==> config.mk <==
export PLATFORM = sky130hd
export DESIGN_NAME = vector_mem_sequencer_flat
export DESIGN_NICKNAME = d
export VERILOG_FILES = /design/src/rtl/vector_mem_sequencer_if.sv /design/src/rtl/vector_mem_sequencer.sv /design/src/flat_wrapper.sv
export SDC_FILE = /design/constraint.sdc
export NUM_CORES = 1
export LEC_CHECK = 0
export BUFFER_PORTS_ARGS = -buffer_cell sky130_fd_sc_hd__buf_2
export CORE_ASPECT_RATIO = 1.75
export CORE_MARGIN = 10
export CORE_UTILIZATION = 47
export DETAILED_ROUTE_END_ITERATION = 16
export HOLD_SLACK_MARGIN = 0.12
export PLACE_DENSITY_LB_ADDON = 0.3
export SLEW_MARGIN = 15
export SYNTH_ARGS = -nofsm -noshare
export SYNTH_HDL_FRONTEND = slang
export SYNTH_SLANG_ARGS = --single-unit
export TNS_END_PERCENT = 20
==> constraint.sdc <==
create_clock -name clk -period 2.1 [get_ports clk]
set_input_delay 0.105 -clock clk [delete_from_list [all_inputs] [get_ports clk]]
set_output_delay 0.105 -clock clk [all_outputs]
set_load 0.01 [all_outputs]
==> src/rtl/vector_mem_sequencer_if.sv <==
// Request/response bundle between the execute stage, the vector memory
// sequencer and a single-ported word-wide data memory.
interface vector_mem_sequencer_if #(
  parameter int V = 128,
  parameter int N = 32
);
  logic         req_valid;
  logic         req_wen;
  logic         req_vec;
  logic [V-1:0] addr_vector;
  logic [V-1:0] data_vector;
  logic [N-1:0] mem_rdata;
  logic [N-1:0] mem_addr;
  logic [N-1:0] mem_wdata;
  logic         mem_we;
  logic         mem_re;
  logic         stall_cpu;
  logic         done;
  logic [V-1:0] load_vector;

  // Sequencer view: takes requests and read data, drives the memory port.
  modport slave (
    input  req_valid, req_wen, req_vec, addr_vector, data_vector, mem_rdata,
    output mem_addr, mem_wdata, mem_we, mem_re, stall_cpu, done, load_vector
  );

  // Environment view: execute stage plus data memory.
  modport master (
    output req_valid, req_wen, req_vec, addr_vector, data_vector, mem_rdata,
    input  mem_addr, mem_wdata, mem_we, mem_re, stall_cpu, done, load_vector
  );
endinterface

==> src/rtl/vector_mem_sequencer.sv <==
// Serialises a scalar or L-lane vector load/store onto a word-wide memory
// port, one lane per cycle, and assembles load results into load_vector.
module vector_mem_sequencer #(
  parameter int V = 128,
  parameter int N = 32
) (
  input  logic                 clk,
  input  logic                 rst,
  vector_mem_sequencer_if.slave bus
);
  localparam int L  = V / N;
  localparam int LW = (L > 1) ? $clog2(L) : 1;

  typedef enum logic [1:0] {IDLE, ISSUE, WAIT, DONE} state_t;

  state_t        state_q, state_d;
  logic [LW-1:0] lane_q;
  logic [LW-1:0] pend_lane_q;
  logic          pend_q;
  logic          wen_q;
  logic          vec_q;
  logic [V-1:0]  addr_q;
  logic [V-1:0]  data_q;
  logic [V-1:0]  load_q;
  logic          last_lane;

  logic [N-1:0]  mem_addr_c;
  logic [N-1:0]  mem_wdata_c;
  logic          mem_we_c;
  logic          mem_re_c;
  logic          stall_c;
  logic          done_c;

  assign last_lane = (lane_q == (vec_q ? LW'(L - 1) : '0));

  always_comb begin
    // NOTE: every signal written here gets a default first, so no branch of the case can infer a latch.
    state_d     = state_q;
    mem_addr_c  = '0;
    mem_wdata_c = '0;
    mem_we_c    = 1'b0;
    mem_re_c    = 1'b0;
    stall_c     = 1'b0;
    done_c      = 1'b0;
    unique case (state_q)
      IDLE: begin
        if (bus.req_valid) begin
          state_d = ISSUE;
          // Reset must hold every output low even with a request present.
          stall_c = rst;
        end
      end
      ISSUE: begin
        stall_c     = 1'b1;
        mem_addr_c  = addr_q[int'(lane_q) * N +: N];
        mem_we_c    = wen_q;
        mem_re_c    = !wen_q;
        mem_wdata_c = wen_q ? data_q[int'(lane_q) * N +: N] : '0;
        if (last_lane) state_d = wen_q ? DONE : WAIT;
      end
      WAIT: begin
        stall_c = 1'b1;
        state_d = DONE;
      end
      DONE: begin
        done_c  = 1'b1;
        state_d = IDLE;
      end
      default: state_d = IDLE;
    endcase
  end

  // NOTE: sequential state uses non-blocking assignments so every register samples pre-edge values.
  always_ff @(posedge clk or negedge rst) begin
    if (!rst) begin
      state_q     <= IDLE;
      lane_q      <= '0;
      pend_lane_q <= '0;
      pend_q      <= 1'b0;
      wen_q       <= 1'b0;
      vec_q       <= 1'b0;
      addr_q      <= '0;
      data_q      <= '0;
      load_q      <= '0;
    end else begin
      state_q <= state_d;
      pend_q  <= 1'b0;
      unique case (state_q)
        IDLE: begin
          if (bus.req_valid) begin
            wen_q  <= bus.req_wen;
            vec_q  <= bus.req_vec;
            addr_q <= bus.addr_vector;
            data_q <= bus.data_vector;
            lane_q <= '0;
            if (!bus.req_wen) load_q <= '0;
          end
        end
        ISSUE: begin
          lane_q <= lane_q + LW'(1);
          if (!wen_q) begin
            pend_q      <= 1'b1;
            pend_lane_q <= lane_q;
          end
        end
        default: ;
      endcase
      // Read data returns one cycle after its strobe; the last word lands during WAIT.
      if (pend_q) load_q[int'(pend_lane_q) * N +: N] <= bus.mem_rdata;
    end
  end

  assign bus.mem_addr    = mem_addr_c;
  assign bus.mem_wdata   = mem_wdata_c;
  assign bus.mem_we      = mem_we_c;
  assign bus.mem_re      = mem_re_c;
  assign bus.stall_cpu   = stall_c;
  assign bus.done        = done_c;
  assign bus.load_vector = load_q;
endmodule
==> src/flat_wrapper.sv <==
// flat-port wrapper written by rule: the top's interface ports become plain ports
module vector_mem_sequencer_flat 
#(
  parameter int V = 128,
  parameter int N = 32
)
  (clk, rst, bus_req_valid, bus_req_wen, bus_req_vec, bus_addr_vector, bus_data_vector, bus_mem_rdata, bus_mem_addr, bus_mem_wdata, bus_mem_we, bus_mem_re, bus_stall_cpu, bus_done, bus_load_vector);
  vector_mem_sequencer_if #(.V(V), .N(N)) bus_i ();
  input  logic clk;
  input  logic rst;
  input wire logic [$bits(bus_i.req_valid)-1:0] bus_req_valid;
  input wire logic [$bits(bus_i.req_wen)-1:0] bus_req_wen;
  input wire logic [$bits(bus_i.req_vec)-1:0] bus_req_vec;
  input wire logic [$bits(bus_i.addr_vector)-1:0] bus_addr_vector;
  input wire logic [$bits(bus_i.data_vector)-1:0] bus_data_vector;
  input wire logic [$bits(bus_i.mem_rdata)-1:0] bus_mem_rdata;
  output wire logic [$bits(bus_i.mem_addr)-1:0] bus_mem_addr;
  output wire logic [$bits(bus_i.mem_wdata)-1:0] bus_mem_wdata;
  output wire logic [$bits(bus_i.mem_we)-1:0] bus_mem_we;
  output wire logic [$bits(bus_i.mem_re)-1:0] bus_mem_re;
  output wire logic [$bits(bus_i.stall_cpu)-1:0] bus_stall_cpu;
  output wire logic [$bits(bus_i.done)-1:0] bus_done;
  output wire logic [$bits(bus_i.load_vector)-1:0] bus_load_vector;
  assign bus_i.req_valid = bus_req_valid;
  assign bus_i.req_wen = bus_req_wen;
  assign bus_i.req_vec = bus_req_vec;
  assign bus_i.addr_vector = bus_addr_vector;
  assign bus_i.data_vector = bus_data_vector;
  assign bus_i.mem_rdata = bus_mem_rdata;
  assign bus_mem_addr = bus_i.mem_addr;
  assign bus_mem_wdata = bus_i.mem_wdata;
  assign bus_mem_we = bus_i.mem_we;
  assign bus_mem_re = bus_i.mem_re;
  assign bus_stall_cpu = bus_i.stall_cpu;
  assign bus_done = bus_i.done;
  assign bus_load_vector = bus_i.load_vector;
  vector_mem_sequencer #(.V(V), .N(N)) u_core (.clk(clk), .rst(rst), .bus(bus_i));
endmodule
==> impl_results.md, run 1 <==
* Area after DPL at 19800 µm²
* Port-buffer cells at 488
* Residual overflow from global routing at 0
* Number of CTS-inserted buffers at 37
* Max Transition Viols Final at 0
* Number of hold-slack violations in the final timing report at 0
* Final critical-path setup slack at -252 ps
* Post-route clock period utilization at 1.12
* Instance count of the mapped netlist at 1038
* Die area at 43200 µm²
* Type of the worst setup path: reg -> out
* Final Total Pwr at 32.5 mW
* Worst skew pair latency at 530 ps
* WP data required at 2000 ps
* Met2 Resource Use GR at 0.468
* Placeable core region at 34600 µm²
* Clk Tree Root Cell: sky130_fd_sc_hd__clkbuf_16
* Cell area after layout at 24800 µm²
* Synthesized cell area at 16500 µm²
* Count of flip-flops with a built-in enable after synthesis at 0
* Max_cap viols at 0
* Final weighted congestion in routability-driven placement at 0.845
* Max IR drop VDD at 1060 µV
* Leakage power at 11.9 nW
* Compound-gate portion of the synthesized area at 0.0725
* End-of-flow core utilization at 0.716
* Detailed-route vias per instance at 5.59
* Most used flip-flop cell after synthesis: sky130_fd_sc_hd__dfrtp_1
* Number of antenna violations at the first check in global routing at 16
* Ys async rst share at 1.00
* Total nets after synthesis at 1339
* Number of routed nets with antenna violations at 0
* Outcome: finished, violations left
* Die height at 268 µm
* Nature of the critical path startpoint: flip-flop
* Area fraction of the dominant cell type after synthesis at 0.598
* Mean post-synth cell area at 15.8 µm²
* Area growth from synthesis to layout at 50.5%
* Leading post-synthesis cells by cell area: sky130_fd_sc_hd__dfrtp_1, sky130_fd_sc_hd__mux2_2, sky130_fd_sc_hd__mux4_2, sky130_fd_sc_hd__a22o_1, sky130_fd_sc_hd__and2_1
* Synth area leader: sky130_fd_sc_hd__dfrtp_1
* Cell area power density at 1310 nW/µm²
* Number of cells traversed by the worst register-to-register path at 6
* Width of the die at 161 µm
* Worst min-delay path class: in -> async
* Clock Sink Count at 393
* Overall global routing resource usage at 0.266
* Most frequently used cell type in the post-synthesis netlist: sky130_fd_sc_hd__dfrtp_1
* Total of flip-flops plus latches after synthesis at 393
* Measured slew at the worst slew-check pin at 589 ps
* WL per Instance at 25.4 µm
* Share of synthesized area spent on multiplexers at 0.267
* Worst slew slack as a fraction of its limit at 0.607
* Synth warn at 0
* Register-to-register setup slack at 190 ps
* Largest fanout of any net on the critical path at 7
* Most Crowded Layer GR: met2
* Final worst path period need at 2350 ps
* Total wire length at 59600 µm
* Buffers from clock root to sink, at most at 3
* Setup repair after global routing missed its margin: yes
* Number of placement rows at 90
* Post-synthesis share of cell area spent on full adders, half adders and majority gates at 0.00608
* Pin count of the biggest net entering global routing at 90
* Share of final-layout standard cells stronger than drive strength 1 at 0.532
* GR met3 Demand/Resource at 0.0624
* Data arrival, critical path at 2250 ps
* Post-layout net count at 2141
* DRT Pass-1 Iters at 5
* Synth Area in Simple Gates at 0.0345
* Violations in the final reports: negative setup slack
* Post-detailed-route DRC marker count at 0
* Most numerous cell types in the synthesized netlist: sky130_fd_sc_hd__dfrtp_1, sky130_fd_sc_hd__mux2_2, sky130_fd_sc_hd__a22o_1
* Vias in the first global route at 14900
* Largest family of logic cells by synthesized area: multiplexers
* Detailed-route via count at 13100
* Number of failing setup endpoints in the final timing report at 64
* Number of distinct standard cells referenced by the synthesized netlist at 28
* H-tree depth at 2
* Clock tree skew after final layout at 14.0 ps
* Synthesized-area fraction occupied by xor and xnor cells at 0
* Count of routing violations after the opening detailed-route iteration at 791
* Hpwl dp at 37300 µm
* I/O pin total at 489
* Max Clk Rate at 0.425 GHz
* Crit. End Element: output pin
* Sequential element share of the synthesized area at 0.598
* CTS tree: yes
* Clock-pin slew on the worst setup and hold paths at 60 ps
* Wire length of the first global-routing pass at 89100 µm
* Met1 track demand over resource in global routing at 0.281
* Initial standard-cell utilization of the core at 0.476
[registers in the layout (all words and copies together) (netlist names)]
name and count:
u_core.vec_q 1, u_core.data_q 128, u_core.addr_q 128, u_core.state_q 2, u_core.wen_q 1, u_core.pend_lane_q 2
u_core.bus.load_vector 128, u_core.lane_q 2, u_core.pend_q 1
[timing repair]
action,CTS,global route
cloned,6,0
endpoints found under the setup margin,64,64
gates resized for setup,65,52
buffers inserted,8,2
hold endpoints to repair,756,0
pin swaps,14,0
hold buffers,293,0
[report_power, final]
group          internal (mW)  switching, mW  leakage (nW)  total (mW)
sequential              10.6           1.80          4.91        12.4
clock                   4.25           2.94         0.645        7.19
combinational           7.67           5.24          6.30        12.9
total                   22.5           9.98          11.9        32.5
[cells by family (layout without fill, tap and decap cells)]
logic type / count (synthesis) / after routing
AO/OA/AOI/OAI: 139 / 139
adder cells (fa/ha/maj): 8 / 8
buffers and inverters: 81 / 910
flip-flops: 393 / 393
multiplexers: 326 / 326
other: 0 / 17
AND/OR/NAND/NOR: 91 / 91
[cell usage in the layout (no fill, tap or decap), types with 2 or more instances in the layout]
cell and instances:
sky130_fd_sc_hd__a21oi_2 4, sky130_fd_sc_hd__a22o_1 129, sky130_fd_sc_hd__a31oi_1 2, sky130_fd_sc_hd__and2_1 13
sky130_fd_sc_hd__and2_4 52, sky130_fd_sc_hd__buf_12 26, sky130_fd_sc_hd__buf_16 6, sky130_fd_sc_hd__buf_2 442
sky130_fd_sc_hd__buf_4 24, sky130_fd_sc_hd__buf_6 45, sky130_fd_sc_hd__buf_8 2, sky130_fd_sc_hd__bufinv_16 4
sky130_fd_sc_hd__clkbuf_1 6, sky130_fd_sc_hd__clkbuf_16 39, sky130_fd_sc_hd__clkbuf_8 10, sky130_fd_sc_hd__clkinv_2 5
sky130_fd_sc_hd__dfrtp_1 391, sky130_fd_sc_hd__dfrtp_4 2, sky130_fd_sc_hd__diode_2 17, sky130_fd_sc_hd__dlygate4sd3_1 293
sky130_fd_sc_hd__ha_1 8, sky130_fd_sc_hd__inv_1 5, sky130_fd_sc_hd__inv_6 2, sky130_fd_sc_hd__mux2_2 261
sky130_fd_sc_hd__mux4_2 64, sky130_fd_sc_hd__nand2_1 4, sky130_fd_sc_hd__nand2b_1 6, sky130_fd_sc_hd__nor2b_1 4
sky130_fd_sc_hd__o21ai_0 2, sky130_fd_sc_hd__or3_1 2
[worst max-delay path, cell delays in order, from the launching register on]
cell	delay [ps]
sky130_fd_sc_hd__dfrtp_4	530
sky130_fd_sc_hd__buf_12	150
sky130_fd_sc_hd__buf_12	130
sky130_fd_sc_hd__buf_16	150
sky130_fd_sc_hd__mux4_2	480
sky130_fd_sc_hd__and2_4	170
sky130_fd_sc_hd__buf_6	110
[through the flow]
stage	hold slack [ps]	instances	worst slack, ps	setup TNS (ps)
floorplan	-191	1038	213	0
global placement	-70.0	1953	267	0
detailed placement	-68.3	1953	222	0
CTS	200	2326	-234	-11480
global route	221	2342	-297	-13860
finish	197	2344	-252	-9450
[layer usage]
metal | share of wire | wire length [µm]
met3 | 0.067 | 4010
met5 | 0.00029 | 17
met4 | 0.060 | 3590
met2 | 0.54 | 31900
met1 | 0.34 | 20100
[cell type report]
type,instances,area [µm²]
clock buffers,55,1140
multi-input cells,564,6420
diodes,17,42.5
fillers,2124,9810
well taps,460,576
clock inverters,11,163
repair buffers,839,6560
flip-flops and latches,393,9840
inverters,5,18.8
[path summary, 6_finish.rpt]
path | start | end
min in group clk | bus_addr_vector[38] | u_core.addr_q[38]
max in group asynchronous | rst | u_core.lane_q[1]
max reg2reg | u_core.state_q[0] | u_core.data_q[123]
min reg2reg | u_core.bus.load_vector[58] | u_core.bus.load_vector[58]
max | u_core.lane_q[0] | bus_mem_wdata[16]
min | rst | u_core.bus.load_vector[47]
(Power assumes the default switching activity.)
==> inputs of run 2 (changes only) <==
Clock period 2.1 ns to 2.87 ns, I/O delays scaled along.
==> run 2 against run 1 <==
Effect of this change: the flow now finishes without violations; critical endpoint is now bus_mem_addr[9]; global-route usage is 1.2 points lower; via count shrank 3.8%; register-to-register slack improved by 410 ps; largest power group is now sequential cells.
==> impl_results.md, run 2 (synthesis gave the netlist of run 1 again) <==
* Outcome: finished, final reports clean (was finished, violations left)
* Worst hold slack at 384 ps (was 197 ps)
* Nature of the critical path startpoint: flip-flop (unchanged)
* Area growth from synthesis to layout at 44.8% (was 50.5%)
* Max Transition Viols Final at 0 (unchanged)
* Clk Tree Root Cell: sky130_fd_sc_hd__clkbuf_16 (unchanged)
* Number of failing setup endpoints in the final timing report at 0 (was 64)
* Worst slew slack as a fraction of its limit at 0.260 (was 0.607)
* Wire length of the first global-routing pass at 85600 µm (was 89100 µm)
* Hpwl dp at 36100 µm (was 37300 µm)
* Die area at 43200 µm² (unchanged)
* Most frequent cells in the layout: sky130_fd_sc_hd__buf_2, sky130_fd_sc_hd__dfrtp_1, sky130_fd_sc_hd__dlygate4sd3_1 (unchanged)
* Placeable core region at 34600 µm² (unchanged)
* Cell area power density at 941 nW/µm² (was 1310 nW/µm²)
* Detailed-route vias per instance at 5.45 (was 5.59)
* Non-filler cells in the finished layout at 2312 (was 2344)
* Worst slack after detailed placement at 661 ps (was 222 ps)
* CTS tree: yes (unchanged)
* Type of the worst setup path: reg -> out (unchanged)
* Post-layout net count at 2111 (was 2141)
* Die height at 268 µm (unchanged)
* Launch point of the worst reg-to-reg path: u_core.pend_lane_q[0] (was u_core.state_q[0])
* Buffers from clock root to sink, at most at 3 (unchanged)
* Port-buffer cells at 488 (unchanged)
* H-tree depth at 2 (unchanged)
* Pin count of the biggest net entering global routing at 146 (was 90)
* R2R Path End: u_core.bus.load_vector[28] (was u_core.data_q[123])
* Placed Cells at 1937 (was 1953)
* Largest fanout of any net on the critical path at 26 (was 7)
* Share of final-layout standard cells stronger than drive strength 1 at 0.496 (was 0.532)
* Setup crit start: u_core.lane_q[0] (unchanged)
* Post-route clock period utilization at 0.929
* Final weighted congestion in routability-driven placement at 0.847 (was 0.845)
* Clock tree skew after final layout at 16.9 ps (was 14.0 ps)
* Leakage power at 11.5 nW (was 11.9 nW)
* Max IR drop VDD at 789 µV (was 1060 µV)
* Detailed-route via count at 12600 (was 13100)
* Number of hold-slack violations in the final timing report at 0 (unchanged)
* Cells traversed along the worst timing path: buf_4, mux4_2, and2_1, buf_2 (was buf_12, buf_12, buf_16, mux4_2, and2_4, buf_6)
* Setup repair after global routing missed its margin: no (was yes)
* Measured slew at the worst slew-check pin at 1110 ps (was 589 ps)
* I/O pin total at 489 (unchanged)
* Setup TNS after final layout at 0 ps (was -9450 ps)
* Worst Setup EP: bus_mem_addr[9] (was bus_mem_wdata[16])
* End-of-flow core utilization at 0.689 (was 0.716)
* Number of CTS-inserted buffers at 37 (unchanged)
* Number of antenna violations at the first check in global routing at 15 (was 16)
* Register-to-register setup slack at 600 ps (was 190 ps)
* Data arrival, critical path at 2520 ps (was 2250 ps)
* WP data required at 2730 ps (was 2000 ps)
* Post-detailed-route DRC marker count at 0 (unchanged)
* Most common library cell in the layout ignoring fill and taps: sky130_fd_sc_hd__buf_2 (unchanged)
* Number of placement rows at 90 (unchanged)
* Residual overflow from global routing at 0 (unchanged)
* Worst skew pair latency at 530 ps (about the same)
* Max Clk Rate at 0.375 GHz
* DRT Pass-1 Iters at 5 (unchanged)
* Initial standard-cell utilization of the core at 0.476 (unchanged)
* WL per Instance at 24.3 µm (was 25.4 µm)
* Clock-pin slew on the worst setup and hold paths at 70 ps (was 60 ps)
* Final critical-path setup slack at 203 ps (was -252 ps)
* Width of the die at 161 µm (unchanged)
* Total wire length at 56100 µm (was 59600 µm)
* Number of routed nets with antenna violations at 0 (unchanged)
* Count of routing violations after the opening detailed-route iteration at 724 (was 791)
* Delay of the slowest cell on the worst path at 720 ps (was 530 ps)
* Overall global routing resource usage at 0.254 (was 0.266)
* Cell with the largest stage delay on the worst path: sky130_fd_sc_hd__dfrtp_4 (unchanged)
* Number of cells traversed by the worst register-to-register path at 6 (unchanged)
* Vias in the first global route at 14300 (was 14900)
* Clock Sink Count at 393 (unchanged)
* Final worst path period need at 2670 ps
* Max_cap viols at 0 (unchanged)
* Crit. End Element: output pin (unchanged)
* Worst min-delay path class: in -> reg (was in -> async)
## run 2: how the worst min path moves through the flow
stage	startpoint	to	slack, ps	cells past startpoint
2_1_floorplan	rst	u_core.addr_q[0]	-150	0
3_3_place_gp	rst	u_core.bus.load_vector[113]	80	1
3_5_place_dp	rst	u_core.bus.load_vector[113]	70	1
4_1_cts	bus_addr_vector[105]	u_core.addr_q[105]	360	3
5_1_grt	bus_data_vector[0]	u_core.data_q[0]	380	3
6_report	bus_addr_vector[42]	u_core.addr_q[42]	380	3
## run 2: routing by layer
| layer | routed length [µm] | up-vias | track usage |
|---|---|---|---|
| met1 | 18900 | 6348 | 0.271 |
| met3 | 4170 | 183 | 0.0630 |
| met2 | 29600 | 659 | 0.444 |
| li1 | - | 5417 | - |
| met5 | 7 | - | 0 |
| met4 | 3400 | 2 | 0.152 |
## run 2: worst max-delay path, delay by kind of cell (launching register included)
kind / cells / cell delay [ps]
flip-flops: 1 / 720
multiplexers: 1 / 540
buffers and inverters: 2 / 510
AND/OR/NAND/NOR: 1 / 180
## run 2: timing repair
action                                 4_1_cts  5_1_grt
hold buffers                               294        0
buffers inserted                             0        0
resized for setup                            0        0
endpoints found under the hold margin      518        0
## run 2: through the flow
| stage | total power, mW | instance area [µm²] |
|---|---|---|
| final | 22.4 | 23800 |
| after global routing | 23.5 | 23800 |
| after CTS | 22.3 | 23800 |
| after detailed placement | 16.6 | 19500 |
| after global placement | 16.3 | 19500 |
| after floorplan | 14.0 | 16500 |
## run 2: final cells by class
cell class | count | area [µm²]
well taps | 460 | 576
flip-flops and latches | 393 | 9840
diodes | 14 | 35.0
clock inverters | 15 | 235
multi-input cells | 564 | 6290
fillers | 2191 | 10800
clock buffers | 52 | 1080
repair buffers | 809 | 5730
inverters | 5 | 18.8
## run 2: report_power, final
group	switching (mW)	total (mW)	internal, mW	leakage (nW)
logic	3.17	7.80	4.63	5.93
registers	1.56	9.30	7.74	4.91
clock network	2.14	5.33	3.19	0.650
==> inputs of run 3 (changes only) <==
Settings changed: ABC_AREA set to 1, SLEW_MARGIN 15 to 20.
Clock period 2.87 ns to 3.1 ns, I/O delays scaled along.
==> run 3 against run 2 <==
Effect of this change: non-clock buffer count up 4; via count up 45%; routed wire length is 19% higher; first-iteration DRC count grew to 2.7 times the previous value; global-route usage grew 3.5 points; hold slack worse by 110 ps; count of clock-buffer cells in the layout down 1; clock skew fell by 5.7 ps; synthesized cell count is 100% higher; final area increased by 1.5%; worst setup slack better by 160 ps; clock power down 20%.
==> impl_results.md, run 3 <==
* Outcome: finished, final reports clean (unchanged)
* Number of distinct standard cells referenced by the synthesized netlist at 24 (was 28)
* Share of synthesized area spent on multiplexers at 0 (was 0.267)
* Most frequently used cell type in the post-synthesis netlist: sky130_fd_sc_hd__nand2_1 (was sky130_fd_sc_hd__dfrtp_1)
* Leakage power at 12.8 nW (was 11.5 nW)
* CTS tree: yes (unchanged)
* Count of flip-flops with a built-in enable after synthesis at 0 (unchanged)
* Compound-gate portion of the synthesized area at 0.105 (was 0.0725)
* Number of placement rows at 93 (was 90)
* Count of routing violations after the opening detailed-route iteration at 1919 (was 724)
* GR met3 Demand/Resource at 0.0671 (was 0.0630)
* Clk Tree Root Cell: sky130_fd_sc_hd__clkbuf_16 (unchanged)
* Most common library cell in the layout ignoring fill and taps: sky130_fd_sc_hd__nand2_1 (was sky130_fd_sc_hd__buf_2)
* Internal power component at 11.9 mW (was 15.6 mW)
* Number of hold-slack violations in the final timing report at 0 (unchanged)
* Part of the power in combinational logic at 0.391 (was 0.348)
* Net switching power at 8.11 mW (was 6.86 mW)
* Synthesized cell area at 17400 µm² (was 16500 µm²)
* Number of resized instances in the post-cts repair step at 0 (unchanged)
* Most frequent cells in the layout: sky130_fd_sc_hd__nand2_1, sky130_fd_sc_hd__buf_2, sky130_fd_sc_hd__dfrtp_1 (was sky130_fd_sc_hd__buf_2, sky130_fd_sc_hd__dfrtp_1, sky130_fd_sc_hd__dlygate4sd3_1)
* Die height at 274 µm (was 268 µm)
* DRT Pass-1 Iters at 7 (was 5)
* Hpwl dp at 41600 µm (was 36100 µm)
* Post-layout net count at 3124 (was 2111)
* Overall global routing resource usage at 0.289 (was 0.254)
* Mean post-synth cell area at 8.18 µm² (was 15.8 µm²)
* Post-synthesis share of cell area spent on full adders, half adders and majority gates at 0.00576 (was 0.00608)
* Final critical-path setup slack at 358 ps (was 203 ps)
* Setup TNS after final layout at 0 ps (unchanged)
* Met2 Resource Use GR at 0.482 (was 0.444)
* Clock Sink Count at 393 (unchanged)
* Number of CTS-inserted buffers at 36 (was 37)
* Wire length of the first global-routing pass at 104000 µm (was 85600 µm)
* Clock tree skew after final layout at 11.1 ps (was 16.9 ps)
* Worst skew pair latency at 520 ps (was 530 ps)
* Buffers from clock root to sink, at most at 3 (unchanged)
* Initial standard-cell utilization of the core at 0.474 (was 0.476)
* Met1 track demand over resource in global routing at 0.333 (was 0.271)
* Worst hold slack at 272 ps (was 384 ps)
* Placed Cells at 2968 (was 1937)
* Switching Share at 0.404 (was 0.306)
* Largest fanout of any net on the critical path at 118 (was 26)
* Max_cap viols at 0 (unchanged)
* Synth area leader: sky130_fd_sc_hd__dfrtp_1 (unchanged)
* H-tree depth at 2 (unchanged)
* Cell area power density at 829 nW/µm² (was 941 nW/µm²)
* Nature of the critical path startpoint: flip-flop (unchanged)
* Max Transition Viols Final at 0 (unchanged)
* Max Clk Rate at 0.365 GHz
* Synth warn at 0 (unchanged)
* Max IR drop VDD at 569 µV (was 789 µV)
* Type of the worst setup path: reg -> out (unchanged)
* Non-filler cells in the finished layout at 3323 (was 2312)
* Total nets after synthesis at 2427 (was 1339)
* Data arrival, critical path at 2590 ps (was 2520 ps)
* Ys async rst share at 1.00 (unchanged)
* Die area at 45400 µm² (was 43200 µm²)
* Share of total power in the clock network at 0.214 (was 0.238)
* WP data required at 2940 ps (was 2730 ps)
* Instance count of the mapped netlist at 2126 (was 1038)
* Proportion of power drawn by flip-flops and latches at 0.395 (was 0.415)
* Total wire length at 66800 µm (was 56100 µm)
* R2R Path End: u_core.lane_q[1] (was u_core.bus.load_vector[28])
* Share of final-layout standard cells stronger than drive strength 1 at 0.204 (was 0.496)
* WL per Instance at 20.1 µm (was 24.3 µm)
* Residual overflow from global routing at 0 (unchanged)
* Total of flip-flops plus latches after synthesis at 393 (unchanged)
* Vias in the first global route at 19200 (was 14300)
* Launch point of the worst reg-to-reg path: u_core.state_q[0] (was u_core.pend_lane_q[0])
* Sequential element share of the synthesized area at 0.566 (was 0.598)
* Number of cells traversed by the worst register-to-register path at 7 (was 6)
* Number of failing setup endpoints in the final timing report at 0 (unchanged)
* Number of routed nets with antenna violations at 0 (unchanged)
* Final Total Pwr at 20.0 mW (was 22.4 mW)
* Leading post-synthesis cells by cell area: sky130_fd_sc_hd__dfrtp_1, sky130_fd_sc_hd__nand2_1, sky130_fd_sc_hd__nand3_1, sky130_fd_sc_hd__o21ai_0, sky130_fd_sc_hd__nor2_1 (was sky130_fd_sc_hd__dfrtp_1, sky130_fd_sc_hd__mux2_2, sky130_fd_sc_hd__mux4_2, sky130_fd_sc_hd__a22o_1, sky130_fd_sc_hd__and2_1)
* Final weighted congestion in routability-driven placement at 0.900 (was 0.847)
* Synth Area in Simple Gates at 0.266 (was 0.0345)
* Final worst path period need at 2740 ps
* I/O pin total at 489 (unchanged)
* Largest family of logic cells by synthesized area: simple AND/OR/NAND/NOR gates (was multiplexers)
* Detailed-route vias per instance at 5.51 (was 5.45)
* Synthesized-area fraction occupied by xor and xnor cells at 0 (unchanged)
* Most Crowded Layer GR: met2 (unchanged)
* Placeable core region at 36700 µm² (was 34600 µm²)
* Port-buffer cells at 488 (unchanged)
* Detailed-route via count at 18300 (was 12600)
* Number of antenna violations at the first check in global routing at 7 (was 15)
* Worst min-delay path class: in -> async (was in -> reg)
* Register-to-register setup slack at 880 ps (was 600 ps)
* Measured slew at the worst slew-check pin at 922 ps (was 1110 ps)
* Worst slew slack as a fraction of its limit at 0.385 (was 0.260)
* Number of filler instances in the final layout at 2789 (was 2191)
* Pin count of the biggest net entering global routing at 193 (was 146)
* Area fraction of the dominant cell type after synthesis at 0.566 (was 0.598)
* Crit. End Element: output pin (unchanged)
* Post-detailed-route DRC marker count at 0 (unchanged)
* Worst slack after detailed placement at 856 ps (was 661 ps)
* Most numerous cell types in the synthesized netlist: sky130_fd_sc_hd__nand2_1, sky130_fd_sc_hd__dfrtp_1, sky130_fd_sc_hd__nand3_1 (was sky130_fd_sc_hd__dfrtp_1, sky130_fd_sc_hd__mux2_2, sky130_fd_sc_hd__a22o_1)
* Width of the die at 165 µm (was 161 µm)
* Clock-pin slew on the worst setup and hold paths at 70 ps (about the same)
* Setup repair after global routing missed its margin: no (unchanged)
* Area growth from synthesis to layout at 39.2% (was 44.8%)
* Post-route clock period utilization at 0.884
* Most used flip-flop cell after synthesis: sky130_fd_sc_hd__dfrtp_1 (unchanged)
==> run 3: cell types whose count changed in the layout (fill, tap and decap cells not counted), moves of 64 or more <==
cell / previous run / this run
sky130_fd_sc_hd__nand3_1: 1 / 200
sky130_fd_sc_hd__a22o_1: 129 / 0
sky130_fd_sc_hd__a21oi_1: 0 / 67
sky130_fd_sc_hd__mux4_2: 64 / 0
sky130_fd_sc_hd__o211ai_1: 0 / 64
sky130_fd_sc_hd__inv_1: 5 / 79
sky130_fd_sc_hd__nand2_1: 4 / 815
sky130_fd_sc_hd__mux2_2: 261 / 0
sky130_fd_sc_hd__nor2_1: 1 / 133
sky130_fd_sc_hd__and2_1: 65 / 0
sky130_fd_sc_hd__o21ai_0: 2 / 154
==> run 3: cell type report <==
type,count,area (µm²),share of cell area
clock buffers,51,1020,0.0421
repair buffers,813,5780,0.239
clock inverters,6,58.8,0.00243
multi-input cells,1496,6560,0.271
diodes,6,15.0,0.000621
inverters,83,319,0.0132
flip-flops and latches,393,9840,0.407
well taps,475,594,0.0246
==> run 3: routing by layer <==
metal,wire [µm],up-vias
met3,6720,278
met2,32800,1166
met1,23400,8662
met5,13,-
met4,3800,2
li1,-,8215
==> run 3: repair_timing <==
action,CTS,global route
setup buffers,0,0
endpoints found under the hold margin,781,0
endpoints found under the setup margin,0,0
hold buffers,292,0
==> run 3: through the flow <==
step	instance area, µm²	util
after CTS	24200	0.659
after global placement	20200	0.550
after detailed placement	20200	0.550
final	24200	0.660
after floorplan	17400	-
after global routing	24200	0.660
==> run 3: worst max-delay path, stage by stage (launching register included) <==
cell and delay, ps:
sky130_fd_sc_hd__dfrtp_4 640, sky130_fd_sc_hd__buf_12 450, sky130_fd_sc_hd__nor2_1 150, sky130_fd_sc_hd__nor2_1 110
sky130_fd_sc_hd__o21ai_0 150, sky130_fd_sc_hd__a21oi_1 310, sky130_fd_sc_hd__buf_2 200
==> run 3: worst max path at each step <==
stage	cells past startpoint	endpoint	startpoint	slack, ps
4_1_cts	6	bus_mem_wdata[31]	u_core.state_q[1]	360
6_report	6	bus_mem_addr[18]	u_core.lane_q[0]	360
2_1_floorplan	8	u_core.bus.load_vector[54]	u_core.pend_lane_q[0]	1400
3_3_place_gp	6	u_core.bus.load_vector[89]	u_core.pend_lane_q[1]	880
3_5_place_dp	7	u_core.lane_q[1]	u_core.state_q[0]	860
5_1_grt	6	bus_mem_wdata[30]	u_core.state_q[1]	250
==> run 3: logic make-up after synthesis <==
kind of cell | count (synthesis)
and+or+nand+nor | 1157
DFF | 393
AOI/OAI and AO/OA | 331
buffers and inverters | 237
adders and majority gates | 8
==> run 3: power by group through the flow <==
stage / sequential, mW / combinational, mW / clock (mW)
floorplan: 7.63 / 4.92 / 0
detailed placement: 7.92 / 7.27 / 0
global route: 8.07 / 8.70 / 4.54
CTS: 7.84 / 7.62 / 4.33
finish: 7.92 / 7.83 / 4.29
global placement: 7.84 / 7.13 / 0
